### src/rtl/sif_pkg.sv
// Shared types and constants for the sif serial front end: FSM states, opcode
// encodings, default bus widths and frame lengths.
package sif_pkg;

  localparam int SIF_AW = 16;
  localparam int SIF_DW = 16;
  localparam int CNT_W  = 6;

  localparam logic OP_WR = 1'b1;
  localparam logic OP_RD = 1'b0;

  // Qualified bits per frame: opcode + address (+ write data)
  localparam int RD_FRAME_LEN = 1 + SIF_AW;
  localparam int WR_FRAME_LEN = 1 + SIF_AW + SIF_DW;

  typedef enum logic [2:0] {
    IDLE,
    OP,
    ADDR,
    DATA,
    ISSUE,
    WAIT_RD,
    SHIFT_OUT
  } state_t;

  function automatic logic [CNT_W-1:0] last_idx(input int w);
    return CNT_W'(w - 1);
  endfunction

endpackage

### src/rtl/sif_shreg.sv
// Left-shifting register with parallel load, serial shift-in and zero-fill
// shift-out; load has priority over shift-in, which has priority over shift-out.
module sif_shreg #(
  parameter int W = 16
) (
  input  logic         clk,
  input  logic         rst_b,
  input  logic         load,
  input  logic [W-1:0] load_val,
  input  logic         shift_in_en,
  input  logic         sin,
  input  logic         shift_out_en,
  output logic [W-1:0] q
);

  // NOTE: data registers are cleared by reset as well, because the bus outputs
  // they drive must read zero straight out of reset.
  always_ff @(posedge clk or negedge rst_b) begin
    if (!rst_b) begin
      q <= '0;
    end else if (load) begin
      q <= load_val;
    end else if (shift_in_en) begin
      q <= {q[W-2:0], sin};
    end else if (shift_out_en) begin
      q <= {q[W-2:0], 1'b0};
    end
  end

endmodule

### src/rtl/sif_ser_master.sv
// Serial command front end for one sif port: deserialises opcode/address/data,
// issues a one-cycle strobe, and serialises read data back out MSB first.
module sif_ser_master
  import sif_pkg::*;
#(
  parameter int AW = SIF_AW,
  parameter int DW = SIF_DW
) (
  input  logic          clk,
  input  logic          rst_b,
  input  logic          s_start,
  input  logic          s_bit_vld,
  input  logic          s_bit,
  output logic          s_out_vld,
  output logic          s_out,
  output logic          busy,
  output logic          err,
  output logic          xa_wr_s,
  output logic          xa_rd_s,
  output logic [AW-1:0] xa_addr,
  output logic [DW-1:0] xa_data_wr,
  input  logic [DW-1:0] xa_data_rd
);

  localparam logic [CNT_W-1:0] ADDR_LAST = last_idx(AW);
  localparam logic [CNT_W-1:0] DATA_LAST = last_idx(DW);

  state_t           state;
  logic [CNT_W-1:0] cnt;
  logic             op;

  logic             addr_sh;
  logic             data_sh;
  logic             rd_load;
  logic             rd_sh;
  logic [DW-1:0]    rd_q;

  // NOTE: every signal written here gets a default first, so no path infers a latch.
  always_comb begin
    addr_sh = 1'b0;
    data_sh = 1'b0;
    rd_load = 1'b0;
    rd_sh   = 1'b0;
    if (!s_start) begin
      addr_sh = (state == ADDR) && s_bit_vld;
      data_sh = (state == DATA) && s_bit_vld;
      rd_load = (state == WAIT_RD);
      rd_sh   = (state == SHIFT_OUT);
    end
  end

  // NOTE: sequential state uses non-blocking assignments only, so every flop
  // sees pre-edge values regardless of statement order.
  always_ff @(posedge clk or negedge rst_b) begin
    if (!rst_b) begin
      state     <= IDLE;
      cnt       <= '0;
      op        <= OP_RD;
      busy      <= 1'b0;
      err       <= 1'b0;
      xa_wr_s   <= 1'b0;
      xa_rd_s   <= 1'b0;
      s_out_vld <= 1'b0;
    end else begin
      err     <= 1'b0;
      xa_wr_s <= 1'b0;
      xa_rd_s <= 1'b0;
      if (s_start) begin
        // A start outside IDLE aborts the current frame; a strobe already
        // registered for ISSUE still goes out this cycle.
        state     <= OP;
        cnt       <= '0;
        busy      <= 1'b1;
        s_out_vld <= 1'b0;
        err       <= (state != IDLE);
      end else begin
        case (state)
          IDLE: ;
          OP: begin
            if (s_bit_vld) begin
              op    <= s_bit;
              state <= ADDR;
              cnt   <= '0;
            end
          end
          ADDR: begin
            if (s_bit_vld) begin
              if (cnt == ADDR_LAST) begin
                cnt <= '0;
                if (op == OP_WR) begin
                  state <= DATA;
                end else begin
                  state   <= ISSUE;
                  xa_rd_s <= 1'b1;
                end
              end else begin
                cnt <= cnt + CNT_W'(1);
              end
            end
          end
          DATA: begin
            if (s_bit_vld) begin
              if (cnt == DATA_LAST) begin
                cnt     <= '0;
                state   <= ISSUE;
                xa_wr_s <= 1'b1;
              end else begin
                cnt <= cnt + CNT_W'(1);
              end
            end
          end
          ISSUE: begin
            cnt <= '0;
            if (op == OP_WR) begin
              state <= IDLE;
              busy  <= 1'b0;
            end else begin
              state <= WAIT_RD;
            end
          end
          WAIT_RD: begin
            cnt       <= '0;
            state     <= SHIFT_OUT;
            s_out_vld <= 1'b1;
          end
          SHIFT_OUT: begin
            if (cnt == DATA_LAST) begin
              cnt       <= '0;
              state     <= IDLE;
              busy      <= 1'b0;
              s_out_vld <= 1'b0;
            end else begin
              cnt <= cnt + CNT_W'(1);
            end
          end
          default: begin
            state <= IDLE;
            busy  <= 1'b0;
          end
        endcase
      end
    end
  end

  sif_shreg #(.W(AW)) u_addr_sr (
    .clk          (clk),
    .rst_b        (rst_b),
    .load         (1'b0),
    .load_val     ('0),
    .shift_in_en  (addr_sh),
    .sin          (s_bit),
    .shift_out_en (1'b0),
    .q            (xa_addr)
  );

  sif_shreg #(.W(DW)) u_wdata_sr (
    .clk          (clk),
    .rst_b        (rst_b),
    .load         (1'b0),
    .load_val     ('0),
    .shift_in_en  (data_sh),
    .sin          (s_bit),
    .shift_out_en (1'b0),
    .q            (xa_data_wr)
  );

  sif_shreg #(.W(DW)) u_rdata_sr (
    .clk          (clk),
    .rst_b        (rst_b),
    .load         (rd_load),
    .load_val     (xa_data_rd),
    .shift_in_en  (1'b0),
    .sin          (1'b0),
    .shift_out_en (rd_sh),
    .q            (rd_q)
  );

  // Lower read bits reach s_out only by shifting into the MSB position.
  logic unused_rd_bits;
  assign unused_rd_bits = ^rd_q[DW-2:0];

  assign s_out = s_out_vld & rd_q[DW-1];

endmodule

### config.mk
export PLATFORM = sky130hd
export DESIGN_NAME = sif_ser_master
export DESIGN_NICKNAME = d
export VERILOG_FILES = /design/src/rtl/sif_pkg.sv /design/src/rtl/sif_shreg.sv /design/src/rtl/sif_ser_master.sv
export SDC_FILE = /design/constraint.sdc
export NUM_CORES = 1
export LEC_CHECK = 0
export ABC_AREA = 1
export CAP_MARGIN = 5
export CORE_MARGIN = 10
export CORE_UTILIZATION = 51
export DETAILED_ROUTE_END_ITERATION = 10
export MAX_ROUTING_LAYER = met4
export PLACE_DENSITY = 0.79
export REMOVE_ABC_BUFFERS = 1
export SYNTH_ARGS = -nofsm -noshare
export SYNTH_HDL_FRONTEND = slang
export SYNTH_SLANG_ARGS = --single-unit
export TNS_END_PERCENT = 30
### constraint.sdc
create_clock -name clk -period 1.8 [get_ports clk]
set_clock_uncertainty 0.1 [all_clocks]
set_input_delay 0.36 -clock clk [delete_from_list [all_inputs] [get_ports clk]]
set_output_delay 0.36 -clock clk [all_outputs]
set_load 0.1 [all_outputs]
==> impl_metrics.csv <==
group,metric,value,unit
clocking,post_cts_buffers,0,
yosys,synth_area,2910,µm²
timing,layout_min_cycle_time,1.68,ns
worst_setup_path,cp.required,1.91,ns
timing,fin_ws,0.115,ns
worst_setup_path,cp-end-kind,"register",
clocking,cts_buffers,9,
floorplan,core-area,5510,µm²
floorplan,die_area,9130,µm²
grt,grt_pass1_wl,12000,µm
cells_and_area,final_core_util,77.8,%
grt,track_usage,16.9,%
placement,dp_slack,-0.127,ns
clocking,cts_tree,"done",
yosys,synth-edff-count,0,
yosys,synth.distinct_cells,32,
cells_and_area,num-nets-final,408,
timing,rsz0062_at_grt,"no",
routing,first_pass_iters,5,
routing,wl,7170,µm
placement,hpwl,5120,µm
timing,worst_pin_slew,0.481,ns
placement,portBuffers,58,
cells_and_area,drive_gt1_share,27.6,%
timing,holdWs,0.383,ns
routing,route.detailed.drc,0,
cells_and_area,num-fill-cells,340,
grt,antenna_found_initial,0,
power_and_ir_drop,power_leakage,2.15,nW
grt,grt_overflow,0,
floorplan,dieHeight,95.6,µm
clocking,htreeDepth,3,
worst_setup_path,cp_data_arrival_time,1.80,ns
grt,grt_max_degree,64,
timing,finalHoldViolCount,0,
timing,fin_crit_sh,93.6,%
floorplan,rows,27,
clocking,clk_latency,0.34,ns
clocking,cts.sinks,63,
worst_setup_path,start_kind,"register",
yosys,synthFlopType,"dfrtp_1",
power_and_ir_drop,seqPwrFrac,30.1,%
clocking,clk_pin_slew_worst_paths,0.08,ns
power_and_ir_drop,combPwrFrac,51.6,%
power_and_ir_drop,power.internal,0.00405,W
power_and_ir_drop,vdd_drop_max,1660,µV
timing,tns,0,ns
routing,route.antenna.remaining_nets,0,
routing,drt_iter0_drc,143,
grt,grt_pass1_vias,2398,
worst_setup_path,crit_type,"reg2reg",
routing,vias,2375,
routing,wire_per_inst,15.5,µm
hold_path,hold_path_class,"reg2reg",
floorplan,die_w,95.6,µm
power_and_ir_drop,pwr_density_cell,1790,nW/µm²
worst_setup_path,crit_path_max_fanout,20,
yosys,synth_most_common_cell,"nand2_1",
routing,vias_per_cell,5.13,
power_and_ir_drop,p_clk_share,18.3,%
timing,max_freq,594,MHz
yosys,synth_top_area_share,54.1,%
power_and_ir_drop,switchingPower,0.00363,W
yosys,synth_area_leaders,"dfrtp_1, nand2_1, mux2_4, nand3_1, inv_1",
yosys,yosysSeqAreaShare,54.1,%
yosys,synth-seq-cells,63,
clocking,cts_buffer_depth,2,
yosys,synthCells,308,
floorplan,start_util,52.9,%
timing,max_slew_margin,67.8,%
flow_run,cap_viol_max_count,0,
yosys,syn_avg_cell_area,9.45,µm²
timing,maxSlewViolCount,0,
yosys,ys_warn_count,0,
power_and_ir_drop,switching_share,47.2,%
yosys,synth_top_cell_by_area,"dfrtp_1",
yosys,synth.top_cells.by_count,"nand2_1, dfrtp_1, inv_1",
placement,place.gp.congestion,0.881,
cells_and_area,diodes,0,
status,outcome,"complete, no violations",
floorplan,io_pins,59,
timing,setup_viol,0,
clocking,root_buffer,"clkbuf_8",
cells_and_area,area_delta_synth_final,47.2,%
yosys,synthArstFlopShare,100,%
==> worst paths after layout <==
path | from | end | slack (ns) | depth (start not counted)
min in group asynchronous | rst_b | u_addr_sr.q[11] | 0.48 | 3
setup reg to reg | state[0] | u_rdata_sr.q[8] | 0.12 | 6
setup / recovery | state[0] | u_rdata_sr.q[8] | 0.12 | 6
hold reg to reg | u_rdata_sr.q[6] | u_rdata_sr.q[6] | 0.38 | 2
hold / removal | u_rdata_sr.q[6] | u_rdata_sr.q[6] | 0.38 | 2
max in group asynchronous | rst_b | u_rdata_sr.q[8] | 0.85 | 3
==> registers in the layout, summed over array words and instances, names as in the netlist, 3 cells and up <==
signal and cells:
cnt 6, u_wdata_sr.q 16, u_rdata_sr.q 16, state 3, u_addr_sr.q 16
==> worst max-delay path, cell delays in order, from the launching register on <==
cell and delay [ns]:
dfrtp_1 0.55, nand2_2 0.16, inv_2 0.11, nand3_4 0.20
buf_4 0.23, nor2_1 0.11, o22ai_1 0.10
==> final cells by class <==
class | instances | area [µm²] | area share (%)
multi-input combinational | 201 | 1120 | 26.2
sequential | 63 | 1580 | 36.8
clock inverter | 6 | 92.6 | 2.16
tap | 72 | 90.1 | 2.10
clock buffer | 10 | 138 | 3.21
inverter | 35 | 135 | 3.15
timing repair buffer | 76 | 1130 | 26.4
==> power groups by stage <==
| stage | registers (W) | logic (W) | clock network [W] |
|---|---|---|---|
| finish | 0.00231 | 0.00396 | 0.00140 |
| global route | 0.00237 | 0.00419 | 0.00148 |
| CTS | 0.00231 | 0.00400 | 0.00143 |
| detailed placement | 0.00233 | 0.00398 | 0 |
| global placement | 0.00231 | 0.00391 | 0 |
| floorplan | 0.00392 | 0.000781 | 0 |
==> metrics by stage <==
stage,instance area [µm²],cells,total power [W]
6_report,4290,463,0.00768
2_1_floorplan,2830,299,0.00470
3_3_place_gp,4040,446,0.00623
5_1_grt,4290,463,0.00804
3_5_place_dp,4040,446,0.00631
4_1_cts,4280,463,0.00774
==> cells in the final DEF (no fill, tap or decap), drive strengths merged, types with 13 or more instances in the layout <==
master,n
mux2,14
clkdlybuf4s50,19
o21ai,36
a21oi,13
nand3,28
buf,56
nor2,27
dfrtp,63
inv,35
nand2,70
==> cells by family (layout without fill, tap and decap cells) <==
group           count (synthesis)  after routing  share of synthesized area [%]
simple gates                  130            130                           20.2
xor+xnor                        1              1                          0.301
flops                          63             63                           54.1
mux                            14             14                           7.09
compound gates                 55             55                           10.4
buf+inv                        44            127                           7.39
fa+ha+maj                       1              1                          0.430
==> layer usage <==
layer,wire (µm),track usage [%],part of all wire (%)
met2,3550,26.7,50
met4,21,3.56,0.29
met5,0,-,0
met3,360,4.71,5.0
met1,3240,21.3,45
==> what timing repair did <==
item,4_1_cts,5_1_grt
endpoints found under the setup margin,0,4
endpoints found under the hold margin,63,0
hold buffers,1,0
resized for setup,0,1
No activity file was read; power rests on OpenSTA's default activity.
